`src/rtl/dmac_master.sv`:
```
// dmac_master: DMA master engine of the DMAC.
// Pops (src, dest, size) descriptors from the slave's show-ahead FIFO and copies
// size 32-bit words over the shared bus as read/write pairs. It reports progress
// on status (00 idle, 01 busy, 10 done, 11 error).
// Optional feature: define DMAC_GRANT_TIMEOUT_EN to abandon the run and enter ERR
// when the bus grant does not arrive within TO_LIMIT cycles of requesting it.
// All outputs are registered. Each output is loaded on the edge that enters the
// state it belongs to.
module dmac_master #(
  parameter int TO_LIMIT = 16
) (
  input  logic        clk,
  input  logic        reset,
  input  logic        op_start,
  input  logic [1:0]  op_mode,
  input  logic        opdone_clear,
  input  logic        fifo_empty,
  input  logic [31:0] fifo_src,
  input  logic [31:0] fifo_dest,
  input  logic [31:0] fifo_size,
  output logic        fifo_rd_en,
  output logic        m_req,
  input  logic        m_grant,
  output logic        m_sel,
  output logic        m_wr,
  output logic [15:0] m_addr,
  output logic [31:0] m_dout,
  input  logic [31:0] m_din,
  output logic [1:0]  status
);

  typedef enum logic [2:0] {
    IDLE, FETCH, REQ, RD, RD_WAIT, WR, DONE, ERR
  } state_t;

  localparam logic [1:0] ST_IDLE = 2'b00;
  localparam logic [1:0] ST_BUSY = 2'b01;
  localparam logic [1:0] ST_DONE = 2'b10;
  localparam logic [1:0] ST_ERR  = 2'b11;

  state_t      state;
  logic [15:0] src;
  logic [15:0] dest;
  logic [4:0]  count;
  logic [31:0] data;
  // Set after popping a zero-size descriptor: the FIFO flag only reflects that
  // pop one cycle later, so FETCH waits a cycle before deciding what comes next.
  logic        skip_check;

  logic [4:0]  count_dec;
  logic [15:0] src_next;
  logic [15:0] dest_next;

  // The captured read word is driven straight onto the write data bus.
  assign m_dout = data;

  // Only the low address/size bits of a descriptor are meaningful.
  logic unused_desc_bits;
  assign unused_desc_bits = ^{fifo_src[31:16], fifo_dest[31:16], fifo_size[31:5]};

`ifdef DMAC_GRANT_TIMEOUT_EN
  localparam int TO_W = (TO_LIMIT > 1) ? $clog2(TO_LIMIT) : 1;
  logic [TO_W-1:0] to_cnt;
  logic            to_expired;
  // The grant has been missing for TO_LIMIT REQ cycles once this cycle ends.
  assign to_expired = (int'(to_cnt) >= TO_LIMIT - 1);
`else
  logic unused_to_limit;
  assign unused_to_limit = (TO_LIMIT != 0);
`endif

  // Count and address values committed by a WR cycle; op_mode is sampled here.
  always_comb begin
    count_dec = count - 5'd1;
    src_next  = src;
    dest_next = dest;
    case (op_mode)
      2'b00: begin
        src_next  = src + 16'd1;
        dest_next = dest + 16'd1;
      end
      2'b01: dest_next = dest + 16'd1;
      2'b10: src_next  = src + 16'd1;
      default: ;
    endcase
  end

  // Transfer sequencer; it computes the next state and all registered outputs.
  always_ff @(posedge clk) begin
    if (reset) begin
      state      <= IDLE;
      status     <= ST_IDLE;
      fifo_rd_en <= 1'b0;
      m_req      <= 1'b0;
      m_sel      <= 1'b0;
      m_wr       <= 1'b0;
      m_addr     <= 16'd0;
      data       <= 32'd0;
      src        <= 16'd0;
      dest       <= 16'd0;
      count      <= 5'd0;
      skip_check <= 1'b0;
`ifdef DMAC_GRANT_TIMEOUT_EN
      to_cnt     <= '0;
`endif
    end else begin
      fifo_rd_en <= 1'b0;
      m_sel      <= 1'b0;
      m_wr       <= 1'b0;
      case (state)
        IDLE: begin
          if (op_start && !fifo_empty) begin
            state      <= FETCH;
            status     <= ST_BUSY;
            fifo_rd_en <= 1'b1;
            skip_check <= 1'b0;
          end
        end

        FETCH: begin
          if (skip_check) begin
            skip_check <= 1'b0;
            if (!fifo_empty) begin
              fifo_rd_en <= 1'b1;
            end else begin
              state  <= DONE;
              status <= ST_DONE;
            end
          end else begin
            src   <= fifo_src[15:0];
            dest  <= fifo_dest[15:0];
            count <= fifo_size[4:0];
            if (fifo_size[4:0] == 5'd0) begin
              skip_check <= 1'b1;
            end else begin
              state <= REQ;
              m_req <= 1'b1;
`ifdef DMAC_GRANT_TIMEOUT_EN
              to_cnt <= '0;
`endif
            end
          end
        end

        REQ: begin
          if (m_grant) begin
            state  <= RD;
            m_sel  <= 1'b1;
            m_addr <= src;
          end
`ifdef DMAC_GRANT_TIMEOUT_EN
          else if (to_expired) begin
            state  <= ERR;
            status <= ST_ERR;
            m_req  <= 1'b0;
          end else begin
            to_cnt <= to_cnt + 1'b1;
          end
`endif
        end

        RD: begin
          state <= RD_WAIT;
        end

        RD_WAIT: begin
          state  <= WR;
          data   <= m_din;
          m_sel  <= 1'b1;
          m_wr   <= 1'b1;
          m_addr <= dest;
        end

        WR: begin
          count <= count_dec;
          src   <= src_next;
          dest  <= dest_next;
          if (count_dec != 5'd0) begin
            state  <= RD;
            m_sel  <= 1'b1;
            m_addr <= src_next;
          end else begin
            m_req <= 1'b0;
            if (!fifo_empty) begin
              state      <= FETCH;
              fifo_rd_en <= 1'b1;
              skip_check <= 1'b0;
            end else begin
              state  <= DONE;
              status <= ST_DONE;
            end
          end
        end

        DONE, ERR: begin
          if (opdone_clear) begin
            state  <= IDLE;
            status <= ST_IDLE;
          end
        end

        default: begin
          state  <= IDLE;
          status <= ST_IDLE;
          m_req  <= 1'b0;
        end
      endcase
    end
  end

endmodule

```
`config.mk`:
```
export PLATFORM = sky130hd
export DESIGN_NAME = dmac_master
export DESIGN_NICKNAME = d
export VERILOG_FILES = /design/src/rtl/dmac_master.sv
export SDC_FILE = /design/constraint.sdc
export NUM_CORES = 1
export LEC_CHECK = 0
export ABC_AREA = 1
export CAP_MARGIN = 10
export CORE_UTILIZATION = 45
export CTS_CLUSTER_SIZE = 14
export DETAILED_ROUTE_END_ITERATION = 8
export PLACE_DENSITY = 0.86
export SETUP_SLACK_MARGIN = 0.1
export SLEW_MARGIN = 20
export SYNTH_ARGS = -nofsm -noshare
export SYNTH_HDL_FRONTEND = slang
export SYNTH_SLANG_ARGS = --single-unit
```
`constraint.sdc`:
```
create_clock -name clk -period 4.8 [get_ports clk]
set_clock_uncertainty 0.15 [all_clocks]
set_input_delay 1.2 -clock clk [delete_from_list [all_inputs] [get_ports clk]]
set_output_delay 1.2 -clock clk [all_outputs]
set_load 0.1 [all_outputs]
```
Yosys cells after proc, flatten, opt, wreduce, memory -nomap -nowiden
Index checks and enable logic that the tools add are counted.
Storage, ports and cells
  flip-flop bits (word level): 95
  output and inout bits: 54
  input port bits: 136
  logic and storage cells: 101
Cells by class
  equality and inequality tests: 21
  muxes and demuxes: 45
  $add $sub $neg: 3
  reduce and logical (&&, ||, !) cells: 20
Operators by type and width (number)
  2-to-1 mux 16 bit: 6
  one-hot mux 16 bit (2 select lines): 2
  one-hot mux 16 bit (3 select lines): 1
  adder 16 x 1 -> 16 bit, second input constant: 2
  2-to-1 mux 3 bit: 8
  one-hot mux 3 bit (7 select lines): 1
  inequality test 2 bit, second input constant: 10
  2-to-1 mux 1 bit: 15
  equality test 3 bit, second input constant: 4
  2-to-1 mux 2 bit: 5
  one-hot mux 5 bit (2 select lines): 1
  AND reduction 5 bit: 2
  one-hot mux 1 bit (3 select lines): 3
  one-hot mux 2 bit (4 select lines): 1
  AND reduction 4 bit: 2
  equality test 3 x 2 -> 1 bit, second input constant: 2
  inequality test 3 bit, second input constant: 2
  AND reduction 3 bit: 2
  nonzero test 3 bit: 2
  OR reduction 2 bit: 3
  logical NOT 5 bit: 1
  2-to-1 mux 5 bit: 1
  nonzero test 5 bit: 1
  subtractor 5 x 1 -> 5 bit, second input constant: 1
  11 further kinds: 11

Longest topological paths before layout
  depth after elaboration: 5
  gate-level depth with buffers: 13
  gate-level depth less buffers: 12

Worst setup path before layout
Ideal clock, no wire load.
  path kind: input -> register
  start: in op_mode[0]
  end: reg m_addr[9]
  library setup time: 0.118 ns
  data arrival time: 2.039 ns
  setup slack: 2.493 ns
  stages on the path: 8
  buffers on the path: 0
  required time: 4.532 ns
  cell sequence: nor2_1 > nand3_1 > nor2_1 > nand3_1 > nand3_1 > nand2_1 > nor2_1 > nor2_1
Between the ends
  longest elaborated chain between the ends: 5
  elaborated cells on any way between the ends: 6
  classes of those cells: eq/ne (1); mux (3); reduce/logical (2)
RTL lines
  start, declared: line 15  | input logic [1:0] op_mode,
  equality test 2 bit / logical NOT 2 bit (equally long branches): line 77  | case (op_mode)
  OR reduction 2 bit (no source line) (*)
  2-to-1 mux 16 bit (*)
  2-to-1 mux 16 bit (*): line 178  | if (count_dec != 5'd0) begin
  one-hot mux 16 bit (3 select lines) (*): line 110  | case (state)
  end signal, assigned: line 149  | m_addr <= src;
  end signal, assigned: line 171  | m_addr <= dest;
  end signal, assigned: line 181  | m_addr <= src_next;
  end, declared: line 26  | output logic [15:0] m_addr,
Every way passes the cells marked *; elsewhere a longest branch is shown, timed or not. The select of a mux whose other input is x is not followed.
A chain may end at the register's enable or synchronous reset.

Worst setup path after layout
  start: reg m_addr[1]
  end: out m_addr[1]
No word-level cell between the ends.

==> flow_summary.ini <==
[run_status]
status = complete, no violations

[cells_and_area]
fin_area_um2 = 6440
drive_gt1_share_pct = 4.66
diodes = 0
num-fill-cells = 988
num-nets-final = 994
area_growth_pct = 30.6

[worst_setup_path]
cp-start-kind = flop
crit_required_ps = 3450
path_class = reg -> out
critical_path.slowest_cell = clkdlybuf4s50_1
cp_num_buf_inv = 1
cp_cell_sequence = clkdlybuf4s50_1
path_depth = 1
endpoint_kind = primary output
arrival_ps = 1880
reg2reg_depth = 7
critPathMaxFanout = 2
cp_top_family = buffers and inverters
critPathMaxStageDelay_ps = 1160

[route]
dr.first_iter.drc_count = 433
remaining_drc_errors = 0
wl_um = 14000
drt-wirelength-per-cell_um = 14.1
ant_nets = 0
vias_per_cell = 5.37
first_pass_iters = 5
vias = 5333

[floorplanning]
dieHeight_um = 107
core-area_um2 = 10500
rows = 37
die_width_um = 107
initial_core_util_pct = 47.2
boundaryPins = 190
dieArea_um2 = 11400

[synth]
seq_area_frac_synth_pct = 38.5
synth_nets = 882
ys.flop_type = dfxtp_1
netlist.area_leader.share_pct = 38.5
synth-seq-cells = 95
async_flop_share_pct = 0
avgSynthCellArea_um2 = 6.65
synth.area.top_cells = dfxtp_1 39%, nor2_1 10%, nand2_1 9.7%
yosysTopAreaCell = dfxtp_1
postSynthCellCount = 742
synth_edf_count = 0
synth_warnings = 0
netlist_area_um2 = 4930
ys_types = 39

[power]
power_per_cell_area_nw_per_um2 = 555
power.internal_uw = 1780
combPwrFrac_pct = 51.7
switching_power_uw = 1790
swShare_pct = 50.1
ir_drop_mv = 0.393
p_leak_uw = 0.00247
power_frac_clock_pct = 14.6
seq_power_share_pct = 33.7

[placed_design]
dp_hpwl_um = 9810
place.gp.congestion = 0.928
placed_area_um2 = 6260
dpl_worst_slack_ps = 1550
io_buffers = 130

[clock_network]
cts_buffers = 9
hold_buffers = 0
cts_tree = yes
htree_levels = 3
clock_latency_ps = 370
clockRootBuffer = clkbuf_8
cts_sinks = 95
cts.path.max_buffers = 2
postCtsSetupRepairBufs = 0
path_clk_slew_ps = 90
cts_resized = 0

[sta]
slew_headroom_pct = 32.4
max_freq_ghz = 0.310
drv_slew = 0
post-route-period-util_pct = 67.3
tightest_slew_ps = 1010
fin_tns_setup_ps = 0
fin_crit_ps = 3230
rsz0062_at_grt = false
report.final.hold_viol_count = 0
setup_slack_ps = 1570
final-setup-viol-count = 0

[global_route]
grt.total_usage_pct = 25.2
grt_pass1_wl_um = 22900
grt_pass1_vias = 4912
grt_max_degree = 48
grt_overflow = 0
antenna_found_initial = 0

[hold_path]
holdPathStages = 2
min_path_type = reg -> reg

[flow_run]
maxCapViolCount = 0
[synth_stat cells (3+ instances only)]
library cell	count
a211oi_1	4
a21oi_1	45
a31oi_1	4
buf_2	11
buf_4	8
clkbuf_1	12
dfxtp_1	95
ha_1	4
inv_1	76
inv_2	7
nand2_1	128
nand2_2	4
nand3_1	40
nand4_1	14
nor2_1	134
nor2_2	3
nor2_4	3
nor3_1	15
o211ai_1	8
o21a_1	5
o21ai_0	87
o221ai_1	5
o22ai_1	10
[area by class of cell]
class / instances / area (um^2) / area share, %
Clock buffer: 10 / 128 / 1.98
Clock inverter: 5 / 60.1 / 0.932
Tap cell: 136 / 170 / 2.64
Sequential cell: 95 / 1900 / 29.5
Multi-Input combinational cell: 532 / 2550 / 39.6
Inverter: 83 / 312 / 4.83
Timing Repair Buffer: 133 / 1320 / 20.5
[worst register-to-register path: stages, from the launching register on]
cell and delay, ps:
dfxtp_1 510, inv_1 120, nor2_4 150, nand2_2 460, o21ai_4 650, inv_2 220, a211oi_1 240, nor2_1 80
[registers in the layout, summed over array words and instances, names as in the netlist]
register and cells:
m_dout 32, dest 16, m_addr 16, src 16
count 5, state 3, status 2, fifo_rd_en 1
m_req 1, m_sel 1, m_wr 1, skip_check 1
[power by group through the flow]
stage	sequential, uW	clock [uW]	combinational, uW
2_1_floorplan	1730	0	881
3_3_place_gp	1210	0	1800
3_5_place_dp	1210	0	1830
4_1_cts	1200	530	1840
5_1_grt	1230	559	2010
6_report	1210	521	1850
[logic make-up after synthesis]
logic type | count (synthesis) | share of synthesized area (%)
xor+xnor | 1 | 0.178
buf+inv | 115 | 9.79
fa+ha+maj | 4 | 1.01
flops | 95 | 38.5
simple gates | 351 | 30.5
compound gates | 176 | 20.0
[metal layers]
layer  track usage, %  wire length (um)  up-vias
met5                0                 0        -
met3             5.65              1040       34
li1                 -                 -     2665
met2             41.5              6620      202
met1             31.7              5920     2432
met4             10.8               399        0
[stage by stage]
| step | hold WS [ps] | power, uW | cells | utilization (%) |
|---|---|---|---|---|
| finish | 325 | 3570 | 994 | 61.6 |
| global route | 335 | 3800 | 994 | 61.6 |
| CTS | 325 | 3570 | 994 | 61.6 |
| detailed placement | 304 | 3040 | 979 | 59.8 |
| global placement | 303 | 3010 | 979 | 59.8 |
| floorplan | 302 | 2610 | 742 | - |
[layout by cell type (no fill, tap or decap), types with 2 or more instances in the layout]
cell type and count:
o21a_1 5, a31oi_1 4, dfxtp_1 95, a221oi_1 2
clkbuf_8 9, nand2_2 4, o221ai_1 5, o211ai_1 8
a21oi_1 45, nand4_1 14, o21ai_0 87, o21ai_1 2
and2_1 2, nor2_4 3, clkinvlp_4 4, nand2_1 128
buf_4 3, clkdlybuf4s50_1 130, inv_1 76, nor3_1 15
nor2_1 134, nand2_4 2, ha_1 4, o22ai_1 10
nor2_2 3, nand3_1 40, inv_2 7, a211oi_1 4
[final timing paths]
path                            startpoint         to  slack [ps]
worst max-delay path             m_addr[1]  m_addr[1]        1570
worst min-delay path             status[0]  status[0]         320
worst max register to register    state[0]    dest[8]        2130
worst min register to register   status[0]  status[0]         320
Note: power is estimated with default switching activity, not from simulation.
